**src/rtl/ntt_pkg.sv**
```systemverilog
// ntt_pkg: shared width, Kyber modulus, butterfly FSM states and modular add/sub helpers.
//   NTT_WIDTH  default coefficient width
//   KYBER_Q    Kyber modulus 3329
//   state_t    IDLE -> MUL -> ADDSUB -> DONE
//   mod_add    (x + y) mod q for x, y < q
//   mod_sub    (x - y) mod q for x, y < q
package ntt_pkg;
    localparam int NTT_WIDTH = 12;
    localparam logic [NTT_WIDTH-1:0] KYBER_Q = 12'd3329;
    typedef enum logic [1:0] {IDLE, MUL, ADDSUB, DONE} state_t;
    // The extra top bit holds x + y (< 2q) without overflow before the conditional subtract.
    function automatic logic [NTT_WIDTH:0] mod_add(input logic [NTT_WIDTH:0] x, input logic [NTT_WIDTH:0] y,
                                                   input logic [NTT_WIDTH:0] q);
        logic [NTT_WIDTH:0] s;
        s = x + y;
        return (s >= q) ? s - q : s;
    endfunction
    function automatic logic [NTT_WIDTH:0] mod_sub(input logic [NTT_WIDTH:0] x, input logic [NTT_WIDTH:0] y,
                                                   input logic [NTT_WIDTH:0] q);
        return (x >= y) ? x - y : x + q - y;
    endfunction
endpackage

```
**src/rtl/ntt_butterfly_12b_if.sv**
```systemverilog
// ntt_butterfly_12b_if: operand/result handshake bus of the NTT butterfly.
//   q_i, a_i, b_i, w_i  modulus and operands (master -> slave)
//   valid_i / ready_o   input handshake
//   x_o, y_o            butterfly results (slave -> master)
//   valid_o / ready_i   output handshake
interface ntt_butterfly_12b_if import ntt_pkg::*; #(parameter int WIDTH = NTT_WIDTH) ();
    logic [WIDTH-1:0] q_i, a_i, b_i, w_i, x_o, y_o;
    logic             valid_i, ready_o, valid_o, ready_i;
    modport master (output q_i, a_i, b_i, w_i, valid_i, ready_i, input ready_o, x_o, y_o, valid_o);
    modport slave  (input q_i, a_i, b_i, w_i, valid_i, ready_i, output ready_o, x_o, y_o, valid_o);
endinterface

```
**src/rtl/modmul_serial.sv**
```systemverilog
// modmul_serial: bit-serial interleaved modular multiply t = w*b mod q, one w bit per cycle, MSB first.
//   clock_i, nreset_i  clock, async active-low reset
//   start_i            clears t and loads the bit counter
//   q_i, b_i, w_i      registered operands held stable by the parent
//   t_o                running/final product
//   done_o             high during the last (cnt==0) iteration cycle
module modmul_serial import ntt_pkg::*; #(parameter int WIDTH = NTT_WIDTH) (
    input  logic             clock_i,
    input  logic             nreset_i,
    input  logic             start_i,
    input  logic [WIDTH-1:0] q_i,
    input  logic [WIDTH-1:0] b_i,
    input  logic [WIDTH-1:0] w_i,
    output logic [WIDTH:0]   t_o,
    output logic             done_o
);
    localparam int CW = $clog2(WIDTH);
    logic [WIDTH:0]  t_q, t_d, dbl, acc;
    logic [CW-1:0]   cnt_q, cnt_d;
    logic            busy_q, busy_d;
    always_comb begin
        dbl    = mod_add(t_q, t_q, (WIDTH+1)'(q_i));
        acc    = w_i[cnt_q] ? mod_add(dbl, (WIDTH+1)'(b_i), (WIDTH+1)'(q_i)) : dbl;
        t_d    = start_i ? '0 : busy_q ? acc : t_q;
        cnt_d  = start_i ? CW'(WIDTH-1) : busy_q ? cnt_q - 1'b1 : cnt_q;
        busy_d = start_i | (busy_q & (cnt_q != '0));
    end
    always_ff @(posedge clock_i or negedge nreset_i) begin
        if (!nreset_i) begin
            t_q    <= '0;
            cnt_q  <= '0;
            busy_q <= 1'b0;
        end else begin
            t_q    <= t_d;
            cnt_q  <= cnt_d;
            busy_q <= busy_d;
        end
    end
    assign t_o    = t_q;
    assign done_o = busy_q && (cnt_q == '0);
endmodule

```
**src/rtl/ntt_butterfly_12b.sv**
```systemverilog
// ntt_butterfly_12b: Cooley-Tukey butterfly x = (a + w*b) mod q, y = (a - w*b) mod q.
//   clock_i   rising-edge clock
//   nreset_i  async active-low reset
//   bus       slave side of ntt_butterfly_12b_if (operands, results, valid/ready both ways)
// Accept in IDLE, WIDTH serial multiply cycles, one add/sub cycle, then hold in DONE until ready_i.
module ntt_butterfly_12b import ntt_pkg::*; #(parameter int WIDTH = NTT_WIDTH) (
    input  logic                 clock_i,
    input  logic                 nreset_i,
    ntt_butterfly_12b_if.slave   bus
);
    state_t           state_q, state_d;
    logic [WIDTH-1:0] q_q, q_d, a_q, a_d, b_q, b_d, w_q, w_d, x_q, x_d, y_q, y_d;
    logic             valid_q, valid_d, start, mul_done;
    logic [WIDTH:0]   t, sum_x, dif_y;
    modmul_serial #(.WIDTH(WIDTH)) u_mul (
        .clock_i (clock_i),
        .nreset_i(nreset_i),
        .start_i (start),
        .q_i     (q_q),
        .b_i     (b_q),
        .w_i     (w_q),
        .t_o     (t),
        .done_o  (mul_done)
    );
    always_comb begin
        state_d = state_q;
        q_d     = q_q;
        a_d     = a_q;
        b_d     = b_q;
        w_d     = w_q;
        x_d     = x_q;
        y_d     = y_q;
        valid_d = valid_q;
        start   = 1'b0;
        sum_x   = mod_add((WIDTH+1)'(a_q), t, (WIDTH+1)'(q_q));
        dif_y   = mod_sub((WIDTH+1)'(a_q), t, (WIDTH+1)'(q_q));
        case (state_q)
            IDLE: if (bus.valid_i) begin
                q_d     = bus.q_i;
                a_d     = bus.a_i;
                b_d     = bus.b_i;
                w_d     = bus.w_i;
                start   = 1'b1;
                state_d = MUL;
            end
            MUL: state_d = mul_done ? ADDSUB : MUL;
            ADDSUB: begin
                x_d     = WIDTH'(sum_x);
                y_d     = WIDTH'(dif_y);
                valid_d = 1'b1;
                state_d = DONE;
            end
            DONE: if (bus.ready_i) begin
                valid_d = 1'b0;
                state_d = IDLE;
            end
            default: state_d = IDLE;
        endcase
    end
    always_ff @(posedge clock_i or negedge nreset_i) begin
        if (!nreset_i) begin
            state_q <= IDLE;
            q_q     <= '0;
            a_q     <= '0;
            b_q     <= '0;
            w_q     <= '0;
            x_q     <= '0;
            y_q     <= '0;
            valid_q <= 1'b0;
        end else begin
            state_q <= state_d;
            q_q     <= q_d;
            a_q     <= a_d;
            b_q     <= b_d;
            w_q     <= w_d;
            x_q     <= x_d;
            y_q     <= y_d;
            valid_q <= valid_d;
        end
    end
    assign bus.ready_o = (state_q == IDLE);
    assign bus.x_o     = x_q;
    assign bus.y_o     = y_q;
    assign bus.valid_o = valid_q;
endmodule
```
**src/flat_wrapper.sv**
```systemverilog
// flat-port wrapper written by rule: the top's interface ports become plain ports
module ntt_butterfly_12b_flat import ntt_pkg::*;
#(parameter int WIDTH = NTT_WIDTH)
  (clock_i, nreset_i, bus_q_i, bus_a_i, bus_b_i, bus_w_i, bus_valid_i, bus_ready_i, bus_ready_o, bus_x_o, bus_y_o, bus_valid_o);
  ntt_butterfly_12b_if #(.WIDTH(WIDTH)) bus_i ();
  input  logic clock_i;
  input  logic nreset_i;
  input wire logic [$bits(bus_i.q_i)-1:0] bus_q_i;
  input wire logic [$bits(bus_i.a_i)-1:0] bus_a_i;
  input wire logic [$bits(bus_i.b_i)-1:0] bus_b_i;
  input wire logic [$bits(bus_i.w_i)-1:0] bus_w_i;
  input wire logic [$bits(bus_i.valid_i)-1:0] bus_valid_i;
  input wire logic [$bits(bus_i.ready_i)-1:0] bus_ready_i;
  output wire logic [$bits(bus_i.ready_o)-1:0] bus_ready_o;
  output wire logic [$bits(bus_i.x_o)-1:0] bus_x_o;
  output wire logic [$bits(bus_i.y_o)-1:0] bus_y_o;
  output wire logic [$bits(bus_i.valid_o)-1:0] bus_valid_o;
  assign bus_i.q_i = bus_q_i;
  assign bus_i.a_i = bus_a_i;
  assign bus_i.b_i = bus_b_i;
  assign bus_i.w_i = bus_w_i;
  assign bus_i.valid_i = bus_valid_i;
  assign bus_i.ready_i = bus_ready_i;
  assign bus_ready_o = bus_i.ready_o;
  assign bus_x_o = bus_i.x_o;
  assign bus_y_o = bus_i.y_o;
  assign bus_valid_o = bus_i.valid_o;
  ntt_butterfly_12b #(.WIDTH(WIDTH)) u_core (.clock_i(clock_i), .nreset_i(nreset_i), .bus(bus_i));
endmodule
```
**config.mk**
```make
export PLATFORM = sky130hd
export DESIGN_NAME = ntt_butterfly_12b_flat
export DESIGN_NICKNAME = d
export VERILOG_FILES = /design/src/rtl/ntt_pkg.sv /design/src/rtl/ntt_butterfly_12b_if.sv /design/src/rtl/modmul_serial.sv /design/src/rtl/ntt_butterfly_12b.sv /design/src/flat_wrapper.sv
export SDC_FILE = /design/constraint.sdc
export NUM_CORES = 1
export LEC_CHECK = 0
export BUFFER_PORTS_ARGS = -buffer_cell sky130_fd_sc_hd__buf_2
export CAP_MARGIN = 10
export CORE_MARGIN = 2
export CORE_UTILIZATION = 45
export CTS_CLUSTER_DIAMETER = 150
export CTS_CLUSTER_SIZE = 30
export DETAILED_ROUTE_END_ITERATION = 7
export GPL_TIMING_DRIVEN = 0
export PLACE_DENSITY = 0.73
export SKIP_CTS_REPAIR_TIMING = 1
export SYNTH_ARGS = -nofsm -noshare
export SYNTH_HDL_FRONTEND = slang
export SYNTH_SLANG_ARGS = --single-unit
```
**constraint.sdc**
```tcl
create_clock -name clock_i -period 7.48 [get_ports clock_i]
set_input_delay 0 -clock clock_i [delete_from_list [all_inputs] [get_ports clock_i]]
set_output_delay 0 -clock clock_i [all_outputs]
set_load 0.02 [all_outputs]
```
==> flow_summary.ini <==
[synth]
synth-xor-area-share_pct = 6.88
synth.distinct_cells = 69
syn_inst = 999
ys_seq_elements = 93
syn-cell-area_um2 = 8150
muxShareOfSynthArea_pct = 2.33
yosysWarnings = 0
avgSynthCellArea_um2 = 8.16
syn-num-nets = 1154
synth_top_family_by_area = compound AO/OA/AOI/OAI gates
synth-adder-area-share_pct = 17.4
synth-seq-area-share_pct = 28.5
ys.flop_type = dfrtp_1
synthArstFlopShare_pct = 100
synth-simple-area-share_pct = 18.0
synth_compound_area_share_pct = 21.2
synth-edff-count = 0

[run_status]
violations = hold timing
status = finished, violations left

[detailed_routing]
first_pass_iters = 6
wl_mm = 22.7
wl_per_cell_um = 16.5
drc = 0
route.vias.total = 7570
antenna_left = 0
drt_iter0_markers = 567
avgViaCountPerCell = 5.52

[timing]
fmax_ghz = 0.148
slew_violations = 0
finalClockSkew_ns = 0.00946
rsz0062_at_grt = false
hold_viol = 1
fin_crit_ns = 6.75
worstMarginPinSlew_ns = 0.921
final-setup-viol-count = 0
finalCritPeriodShare_pct = 90.2
worst_slack_ns = 0.734
worst_hold_slack_ns = -0.0324
setup-tns-final_ns = 0
relSlewSlack_pct = 38.3

[setup_path]
crit_fanout = 10
r2r_slack_ns = 0.73
rr_worst_depth = 25
end_kind = flip-flop
critical_path_required_ns = 7.70
r2r-end = u_core.u_mul.t_o[10]
worstReg2RegStart = u_core.q_q[1]
cp-startpoint = u_core.q_q[1]
crit_type = reg2reg
arrival_ns = 6.97
start_kind = flip-flop

[die]
dieArea_um2 = 19200
ios = 78
row_count = 49
dieWidth_um = 139
core_um2 = 17800
start_util_pct = 45.7
die-height_um = 139

[global_routing]
met3_usage_pct = 4.52
first_global_vias = 7093
grt_pass1_wl_mm = 36.2
grt_max_degree = 67
grt_use_total_pct = 23.5
grtUsageMet2_pct = 38.3
grt-ovfl-total = 0
top_usage_layer = met2
antenna_found_initial = 0
grt_use_met1_pct = 31.3

[cts]
clock_path_buffers = 2
cts_tree = done
clk_latency_ns = 0.36
clock_sinks = 93
h-tree-depth = 3
cts_root_buffer = clkbuf_16
clkTransAtPathRegs_ns = 0.07
cts_buffers = 9

[hold_path]
min_to = u_core.state_q[0]
hold_class = in2reg
hp-start = bus_valid_i
min_path_cells = 3

[finish]
diodes = 0
layout-drive-gt1-share_pct = 10.3
final_util_pct = 54.2
mostFrequentLayoutCells = nand2_1, o21ai_0, dfrtp_1
syn_to_final_growth_pct = 18.5
fill_cells = 1684
stdcell_area_um2 = 9660
nets = 1293
layout_commonest_cell = nand2_1

[place]
detailedPlace.worstSlack_ns = 0.814
place.gp.congestion = 0.961
dp_hpwl_mm = 17.9
io_buffers = 77
place_area_um2 = 8850

[flow_run]
drv_cap = 0
## cells by family (layout without fill, tap and decap cells)
kind of cell    Yosys count  count (layout)
flops                    93              93
compound gates          274             274
simple gates            329             329
mux                      15              15
fa+ha+maj               103             103
xor+xnor                 64              64
buf+inv                 121             265
## registers in the layout (all words and copies together) (netlist names), named ones only
name / cells
u_core.u_mul.t_o: 13
u_core.q_q: 12
u_core.b_q: 12
u_core.u_mul.cnt_q: 4
u_core.state_q: 1
u_core.bus.valid_o: 1
u_core.w_q: 12
u_core.bus.y_o: 12
u_core.bus.x_o: 12
u_core.a_q: 12
u_core.u_mul.busy_q: 1
## worst max-delay path: stages (launching register included)
cell and delay [ns]:
dfrtp_1 0.40, inv_1 0.35, ha_1 0.33, nor2b_1 0.14, o31a_1 0.29, o31a_1 0.31
o21ai_0 0.36, nand2_1 0.33, clkbuf_1 0.31, o21ai_0 0.37, ha_1 0.36, a211oi_1 0.35
o21bai_1 0.12, a21oi_1 0.18, xnor2_1 0.11, ha_1 0.34, o21ai_0 0.12, a21boi_0 0.39
o211ai_1 0.21, a31oi_1 0.30, nand4bb_1 0.18, buf_4 0.19, buf_2 0.23, nand3_1 0.10
o31ai_1 0.09, o32ai_1 0.14
## stage by stage
stage,cells,hold slack (ns)
2_1_floorplan,999,-0.296
3_3_place_gp,1305,0.189
3_5_place_dp,1306,-0.0457
4_1_cts,1322,-0.437
5_1_grt,1372,0.0132
6_report,1372,-0.0324
## layer usage
layer / up-vias / share of wire, %
met5: - / 0
met2: 202 / 47
met3: 38 / 4.9
met4: 0 / 3.3
met1: 3543 / 45
li1: 3787 / -
## synth_stat cells (5+ instances only)
library cell  count  share of area (%)
o31ai_1           6               0.55
fa_1             17                4.2
dfrtp_1          93                 29
a31o_2            5               0.54
a21oi_1          63                3.9
nor4_1            6               0.46
o21ai_0          95                5.8
nand2b_1          8               0.61
o21bai_1          9               0.83
o21a_1           10               0.92
nor2_1           58                2.7
nor3_1           24                1.5
mux2i_1          10                1.2
a41oi_1           9               0.97
a31oi_1          10               0.77
xor2_1           15                1.6
inv_1            82                3.8
and3_1            6               0.46
clkbuf_1         30                1.4
ha_1             86                 13
nand4_1          12               0.92
xnor2_1          49                5.3
nand2_1         170                7.8
a22oi_1           6               0.55
nor2b_1           9               0.69
nand3_1          14               0.86
a21o_1           10               0.92
## cell type report
class	count	area, µm²	share of cell area [%]
Multi-Input combinational cell	785	5360	55.5
Sequential cell	93	2330	24.1
Timing Repair Buffer	128	916	9.48
Inverter	83	312	3.22
Tap cell	229	287	2.97
Clock buffer	10	229	2.37
Buffer	38	151	1.57
Clock inverter	6	78.8	0.816
## worst max-delay path by stage
stage                           endpoint  slack [ns]  cells after the start
floorplan            u_core.u_mul.t_o[6]        2.10                     23
global placement    u_core.u_mul.t_o[10]        0.93                     25
detailed placement  u_core.u_mul.t_o[10]        0.81                     25
CTS                 u_core.u_mul.t_o[10]        0.79                     25
global route        u_core.u_mul.t_o[10]        0.19                     25
finish              u_core.u_mul.t_o[10]        0.73                     25
Power is not shown: default switching activity piles up to over one toggle a cycle in this logic, so the estimate is an artifact.
